**config.mk**
```make
export PLATFORM = sky130hd
export DESIGN_NAME = c_combiner
export DESIGN_NICKNAME = d
export VERILOG_FILES = /design/src/rtl/strassen_pkg.sv /design/src/rtl/c_acc_lane.sv /design/src/rtl/c_combiner.sv
export SDC_FILE = /design/constraint.sdc
export NUM_CORES = 1
export LEC_CHECK = 0
export BUFFER_PORTS_ARGS = -buffer_cell sky130_fd_sc_hd__buf_2
export CORE_ASPECT_RATIO = 0.6
export CORE_MARGIN = 4
export CORE_UTILIZATION = 63
export CTS_BUF_LIST = sky130_fd_sc_hd__clkbuf_16
export CTS_CLUSTER_DIAMETER = 150
export CTS_CLUSTER_SIZE = 14
export DETAILED_ROUTE_END_ITERATION = 16
export HOLD_SLACK_MARGIN = 0.02
export PLACE_DENSITY = 0.82
export SYNTH_ARGS = -nofsm -noshare
export SYNTH_HDL_FRONTEND = slang
export SYNTH_SLANG_ARGS = --single-unit
```
**constraint.sdc**
```tcl
create_clock -name clk -period 7.1 [get_ports clk]
set_clock_uncertainty 0.1 [all_clocks]
set_input_delay 1.065 -clock clk [delete_from_list [all_inputs] [get_ports clk]]
set_output_delay 1.065 -clock clk [all_outputs]
set_load 0.01 [all_outputs]
```
**src/rtl/strassen_pkg.sv**
```systemverilog
// Shared types and constants for the Strassen C-combine stage: FSM states,
// c_storage addresses and the per-output product sign table.
package strassen_pkg;

    typedef enum logic [1:0] {
        ACC    = 2'd0,
        WR_TOP = 2'd1,
        WR_BOT = 2'd2,
        DONE   = 2'd3
    } state_e;

    typedef enum logic [1:0] {
        OP_HOLD = 2'b00,
        OP_ADD  = 2'b01,
        OP_SUB  = 2'b10
    } op_e;

    localparam int unsigned NUM_PROD = 7;

    localparam logic [1:0] C11_ADDR = 2'd0;
    localparam logic [1:0] C12_ADDR = 2'd1;
    localparam logic [1:0] C21_ADDR = 2'd2;
    localparam logic [1:0] C22_ADDR = 2'd3;

    // Each row packs {M7,...,M1} as 2-bit op codes, M1 in the low bits.
    localparam logic [2*NUM_PROD-1:0] SIGN_C11 = {2'b01, 2'b00, 2'b10, 2'b01, 2'b00, 2'b00, 2'b01};
    localparam logic [2*NUM_PROD-1:0] SIGN_C12 = {2'b00, 2'b00, 2'b01, 2'b00, 2'b01, 2'b00, 2'b00};
    localparam logic [2*NUM_PROD-1:0] SIGN_C21 = {2'b00, 2'b00, 2'b00, 2'b01, 2'b00, 2'b01, 2'b00};
    localparam logic [2*NUM_PROD-1:0] SIGN_C22 = {2'b00, 2'b01, 2'b00, 2'b00, 2'b01, 2'b10, 2'b01};

    localparam logic [2*NUM_PROD-1:0] SIGN_TABLE [4] = '{SIGN_C11, SIGN_C12, SIGN_C21, SIGN_C22};

    function automatic op_e sign_op(input logic [2*NUM_PROD-1:0] row, input logic [2:0] k);
        int unsigned idx;
        if (k == 3'd0 || 32'(k) > NUM_PROD) begin
            return OP_HOLD;
        end
        idx = 32'(k) - 1;
        return op_e'(row[2*idx +: 2]);
    endfunction

endpackage

```
**src/rtl/c_acc_lane.sv**
```systemverilog
// One modulo-2^width accumulator lane: clear, add, subtract or hold per cycle.
// The next value is exported so the caller can register a sum in the same edge it completes.
module c_acc_lane
    import strassen_pkg::*;
#(
    parameter int unsigned width = 32
) (
    input  logic             clk,
    input  logic             rst_n,
    input  logic             clr_i,
    input  op_e              op_i,
    input  logic [width-1:0] m_i,
    output logic [width-1:0] acc_o,
    output logic [width-1:0] acc_nxt_o
);

    logic [width-1:0] acc_q;
    logic [width-1:0] acc_d;

    always_comb begin
        acc_d = acc_q;
        if (clr_i) begin
            acc_d = '0;
        end else begin
            case (op_i)
                OP_ADD:  acc_d = acc_q + m_i;
                OP_SUB:  acc_d = acc_q - m_i;
                default: acc_d = acc_q;
            endcase
        end
    end

    always_ff @(posedge clk or negedge rst_n) begin
        if (!rst_n) begin
            acc_q <= '0;
        end else begin
            acc_q <= acc_d;
        end
    end

    assign acc_o     = acc_q;
    assign acc_nxt_o = acc_d;

endmodule

```
**src/rtl/c_combiner.sv**
```systemverilog
// Accumulates Strassen products M1..M7 into C11/C12/C21/C22 and writes them
// to c_storage two words per cycle, then pulses done.
module c_combiner
    import strassen_pkg::*;
#(
    parameter int unsigned width = 32
) (
    input  logic             clk,
    input  logic             rst_n,
    input  logic             m_valid,
    output logic             m_ready,
    input  logic [width-1:0] m_data,
    output logic             we,
    output logic [1:0]       addr1,
    output logic [1:0]       addr2,
    output logic [width-1:0] dIn1,
    output logic [width-1:0] dIn2,
    output logic             busy,
    output logic             done
);

    state_e           state_q, state_d;
    logic [2:0]       k_q, k_d;
    logic             busy_q, busy_d;
    logic             we_q, we_d;
    logic [1:0]       addr1_q, addr1_d, addr2_q, addr2_d;
    logic [width-1:0] dIn1_q, dIn1_d, dIn2_q, dIn2_d;

    logic             accept;
    logic             clr;
    logic [width-1:0] acc_q   [4];
    logic [width-1:0] acc_nxt [4];

    assign accept = m_valid && (state_q == ACC);
    assign clr    = (state_q == DONE);

    for (genvar i = 0; i < 4; i++) begin : g_lane
        op_e op;
        assign op = accept ? sign_op(SIGN_TABLE[i], k_q) : OP_HOLD;

        c_acc_lane #(
            .width(width)
        ) u_lane (
            .clk      (clk),
            .rst_n    (rst_n),
            .clr_i    (clr),
            .op_i     (op),
            .m_i      (m_data),
            .acc_o    (acc_q[i]),
            .acc_nxt_o(acc_nxt[i])
        );
    end

    always_comb begin
        state_d = state_q;
        k_d     = k_q;
        busy_d  = busy_q;
        we_d    = 1'b0;
        addr1_d = addr1_q;
        addr2_d = addr2_q;
        dIn1_d  = dIn1_q;
        dIn2_d  = dIn2_q;

        case (state_q)
            ACC: begin
                if (accept) begin
                    k_d = k_q + 3'd1;
                    if (k_q == 3'd1) begin
                        busy_d = 1'b1;
                    end
                    // M7 is summed on this same edge, so the top pair comes from the lane next values.
                    if (k_q == 3'(NUM_PROD)) begin
                        state_d = WR_TOP;
                        we_d    = 1'b1;
                        addr1_d = C11_ADDR;
                        dIn1_d  = acc_nxt[0];
                        addr2_d = C12_ADDR;
                        dIn2_d  = acc_nxt[1];
                    end
                end
            end
            WR_TOP: begin
                state_d = WR_BOT;
                we_d    = 1'b1;
                addr1_d = C21_ADDR;
                dIn1_d  = acc_q[2];
                addr2_d = C22_ADDR;
                dIn2_d  = acc_q[3];
            end
            WR_BOT: begin
                state_d = DONE;
            end
            DONE: begin
                state_d = ACC;
                k_d     = 3'd1;
                busy_d  = 1'b0;
            end
            default: begin
                state_d = ACC;
            end
        endcase
    end

    always_ff @(posedge clk or negedge rst_n) begin
        if (!rst_n) begin
            state_q <= ACC;
            k_q     <= 3'd1;
            busy_q  <= 1'b0;
            we_q    <= 1'b0;
            addr1_q <= '0;
            addr2_q <= '0;
            dIn1_q  <= '0;
            dIn2_q  <= '0;
        end else begin
            state_q <= state_d;
            k_q     <= k_d;
            busy_q  <= busy_d;
            we_q    <= we_d;
            addr1_q <= addr1_d;
            addr2_q <= addr2_d;
            dIn1_q  <= dIn1_d;
            dIn2_q  <= dIn2_d;
        end
    end

    assign m_ready = (state_q == ACC);
    assign done    = (state_q == DONE);
    assign busy    = busy_q;
    assign we      = we_q;
    assign addr1   = addr1_q;
    assign addr2   = addr2_q;
    assign dIn1    = dIn1_q;
    assign dIn2    = dIn2_q;

endmodule

```
==> results by group <==
Finish
  • Final core utilization: 0.6902
  • Fillers: 2048
  • Post-route cell area: 17450 µm²
  • Area Overhead vs Synth: 7.674%
  • Final net count: 2239
  • Post-Layout Cell Count: 2403
  • Layout cell share with drive strength beyond 1: 0.08064

Setup path
  • Setup crit start kind: register
  • Crit path DAT: 6.32 ns
  • Req. time, crit path: 7.37 ns
  • Crit Path Class: register to register
  • Crit path max fanout: 14
  • CP endpoint kind: register

Synthesis
  • Post-synthesis sequential area ratio: 0.3105
  • Synth Flop Type: dfrtp_1
  • Post-Syn Area: 16210 µm²
  • Synth Area per Inst: 8.003 µm²
  • Synth warnings: 0
  • Gate Count Post-Synth: 2025
  • Net Count, Synth: 2199
  • Post-synth EDFFs: 0
  • Seq cells post-synth: 201
  • Ys async rst share: 1.000
  • Synth unique cells: 74

STA
  • Fin crit share: 0.8525
  • Setup_tns: 0 ns
  • WHS: 0.3738 ns
  • Fin. max-slew vios: 0
  • Fmax: 165.2 MHz
  • Max transition margin: 0.2261
  • Unrepaired setup endpoints after global routing: no
  • Worst-margin pin slew: 1.160 ns
  • Setup violators final: 0
  • Fin crit period: 6.053 ns
  • Endpoints failing hold: 0

Route
  • # DRC: 0
  • WL final: 47.79 mm
  • Remaining antenna violation count: 0
  • Drt first pass iters: 6
  • Detailed Route Iter0 Violations: 1661
  • DR vias/cell: 6.367
  • Vias: 15299
  • Drt wl/cell: 19.89 µm

Clocking
  • CTS root buf: clkbuf_16
  • CTS clock-pin slew for the worst setup and hold paths: 0.07 ns
  • Post-CTS sizing: 0
  • Clk buf depth: 3
  • Clk_lat worst skew: 0.52 ns
  • Setup Fix Bufs, Post-CTS: 0
  • CTS buffer count: 18
  • CTS tree: built
  • Clk sink count: 201
  • Hold buffer count at CTS: 0
  • H-Tree Level Count: 1

Pwr
  • Maximum vdd drop: 0.3502 mV
  • P_leak: 8.670 nW
  • Power Internal: 3.433 mW
  • Sw Ratio: 0.4755
  • Power density over the cells: 375.1 nW/µm²
  • Comb pwr share: 0.580
  • Clock Power Share: 0.142
  • NetSw: 3.112 mW
  • Reg power frac: 0.278

Global route
  • Total gr overflow: 0
  • Initial antenna violation count: 4
  • First-pass GRT wire length: 75.20 mm
  • GR Util All Layers: 0.3252
  • Largest net degree at the start of global routing: 155
  • Number of global-route vias before repair: 13889

Floorplan
  • Height of the die: 132.2 µm
  • CORE AREA: 25280 µm²
  • Area of the die: 28440 µm²
  • FP Rows: 45
  • Ports: 107
  • Starting Density: 0.6410
  • Die width: 215.1 µm

Placement
  • Post-Place Cells: 2374
  • Dpl hpwl: 35.27 mm
  • Placer Congestion: 0.9919
  • IO buf count: 105
  • Placed Area: 16930 µm²

Job
  • Max-cap viol count: 0

Hold path
  • Worst hold path class: register to register

Outcome
  • Outcome: complete, no violations
-- critical path, cell delays in order (launching register included) --
cell and delay [ns]:
dfrtp_1 0.43, inv_1 0.12, ha_1 0.49, nand2_1 0.20
a21oi_1 0.35, nand2_1 0.10, nor2_1 0.12, ha_1 0.48
nor2_1 0.11, xnor2_1 0.28, ha_1 0.33, nor2b_1 0.18
o2111ai_1 0.25, nand3_1 0.20, a221o_1 0.40, o21ai_0 0.27
a32oi_1 0.20, a21oi_1 0.42, o21ai_0 0.32, xor2_1 0.22
mux2i_1 0.19, o21ai_0 0.12
-- per-stage QoR --
| step | worst slack, ns | power, mW |
|---|---|---|
| floorplan | 1.541 | 4.490 |
| global placement | 1.096 | 5.406 |
| detailed placement | 0.9216 | 5.514 |
| CTS | 1.204 | 6.473 |
| global route | 0.4840 | 7.022 |
| finish | 1.047 | 6.545 |
-- synth_stat cells, drive strengths merged, types with 13 or more instances --
cell    instances  area, µm²
nor2          167      629.4
o21bai         13      97.59
xor2           65      569.3
buf            24      113.9
clkbuf         78      294.0
nand3          66      330.3
nor3           46      235.2
nor2b          33      206.5
o21ai         123      615.6
o21a           22      165.2
and3           25      156.4
nand2         312       1174
a31oi          25      156.4
nand2b         21      131.4
ha            135       1689
inv            47      176.4
a21o           58      435.4
xnor2         113      989.7
and2           13      81.33
a21oi         224       1121
a211oi         21      157.7
mux2i          40      400.4
or3            17      106.4
dfrtp         200       5005
-- flip-flops by register name, indices dropped and copies added, names as in the netlist --
signal / flops
addr2: 1
addr1: 1
busy: 1
k_q: 3
dIn1: 32
state_q: 2
we: 1
g_lane.u_lane.acc_o: 128
dIn2: 32
-- cells in the final DEF, fill, tap and decap left out, drive strengths merged, types with 7 or more instances in the layout --
cell,synthesis,layout
nand4,11,11
xnor2,113,113
nand3,66,66
nor4,10,10
nand2,312,312
nor3,46,46
mux2i,40,40
and2,13,13
o31ai,11,11
nand2b,21,21
a21boi,7,7
a21oi,224,224
a21o,58,58
inv,47,54
clkbuf,78,20
xor2,65,65
dfrtp,200,200
nor2b,33,33
a211o,9,9
a211oi,21,21
a31oi,25,25
o21bai,13,13
buf,24,121
ha,135,135
and3,25,25
or3,17,17
or4,9,9
nor2,167,167
o21ai,123,123
o21a,22,22
-- path summary, 6_finish.rpt --
check,start,to,slack (ns),cells after the start
hold / removal,dIn1[20],dIn1[20],0.37,2
max in group asynchronous,rst_n,g_lane[3].u_lane.acc_o[9],5.33,2
min in group asynchronous,rst_n,dIn1[29],0.38,1
hold reg to reg,dIn1[20],dIn1[20],0.37,2
setup / recovery,state_q[0],dIn1[26],1.05,21
setup reg to reg,state_q[0],dIn1[26],1.05,21
-- layer usage --
| metal | vias to the layer above | wire, µm | global-route usage |
|---|---|---|---|
| li1 | 7228 | - | - |
| met1 | 7222 | 22670 | 0.5188 |
| met2 | 780 | 18860 | 0.4465 |
| met3 | 67 | 5370 | 0.07439 |
| met4 | 2 | 877 | 0.06721 |
| met5 | - | 8 | 0 |
-- final cells by class --
cell class / count / area [µm²] / area share
sequential: 201 / 5031 / 0.2883
clock inverter: 7 / 33.78 / 0.001936
inverter: 47 / 176.4 / 0.01011
multi-input combinational: 1675 / 10640 / 0.6097
clock buffer: 19 / 475.5 / 0.02725
timing repair buffer: 122 / 674.4 / 0.03865
antenna: 3 / 7.507 / 0.0004302
tap: 329 / 411.6 / 0.02359
-- logic make-up (layout without fill, tap and decap cells) --
kind of cell | after synthesis | after routing | synth area share
and+or+nand+nor | 751 | 751 | 0.2117
xor gates and xnor gates | 178 | 178 | 0.09620
AOI/OAI and AO/OA | 566 | 566 | 0.2115
DFF | 201 | 201 | 0.3105
adders and majority gates | 139 | 139 | 0.1092
muxes | 40 | 40 | 0.02471
other | 1 | 4 | 0.0002314
buffers and inverters | 149 | 195 | 0.03606
-- power by group through the flow --
stage          combinational (mW)  clock [mW]  sequential, mW
2_1_floorplan                2.69           0            1.80
3_3_place_gp                 3.59           0            1.81
3_5_place_dp                 3.69           0            1.82
4_1_cts                      3.72       0.943            1.81
5_1_grt                      4.17       0.990            1.86
6_report                     3.80       0.930            1.82
Note: power is estimated with default switching activity, not from simulation.
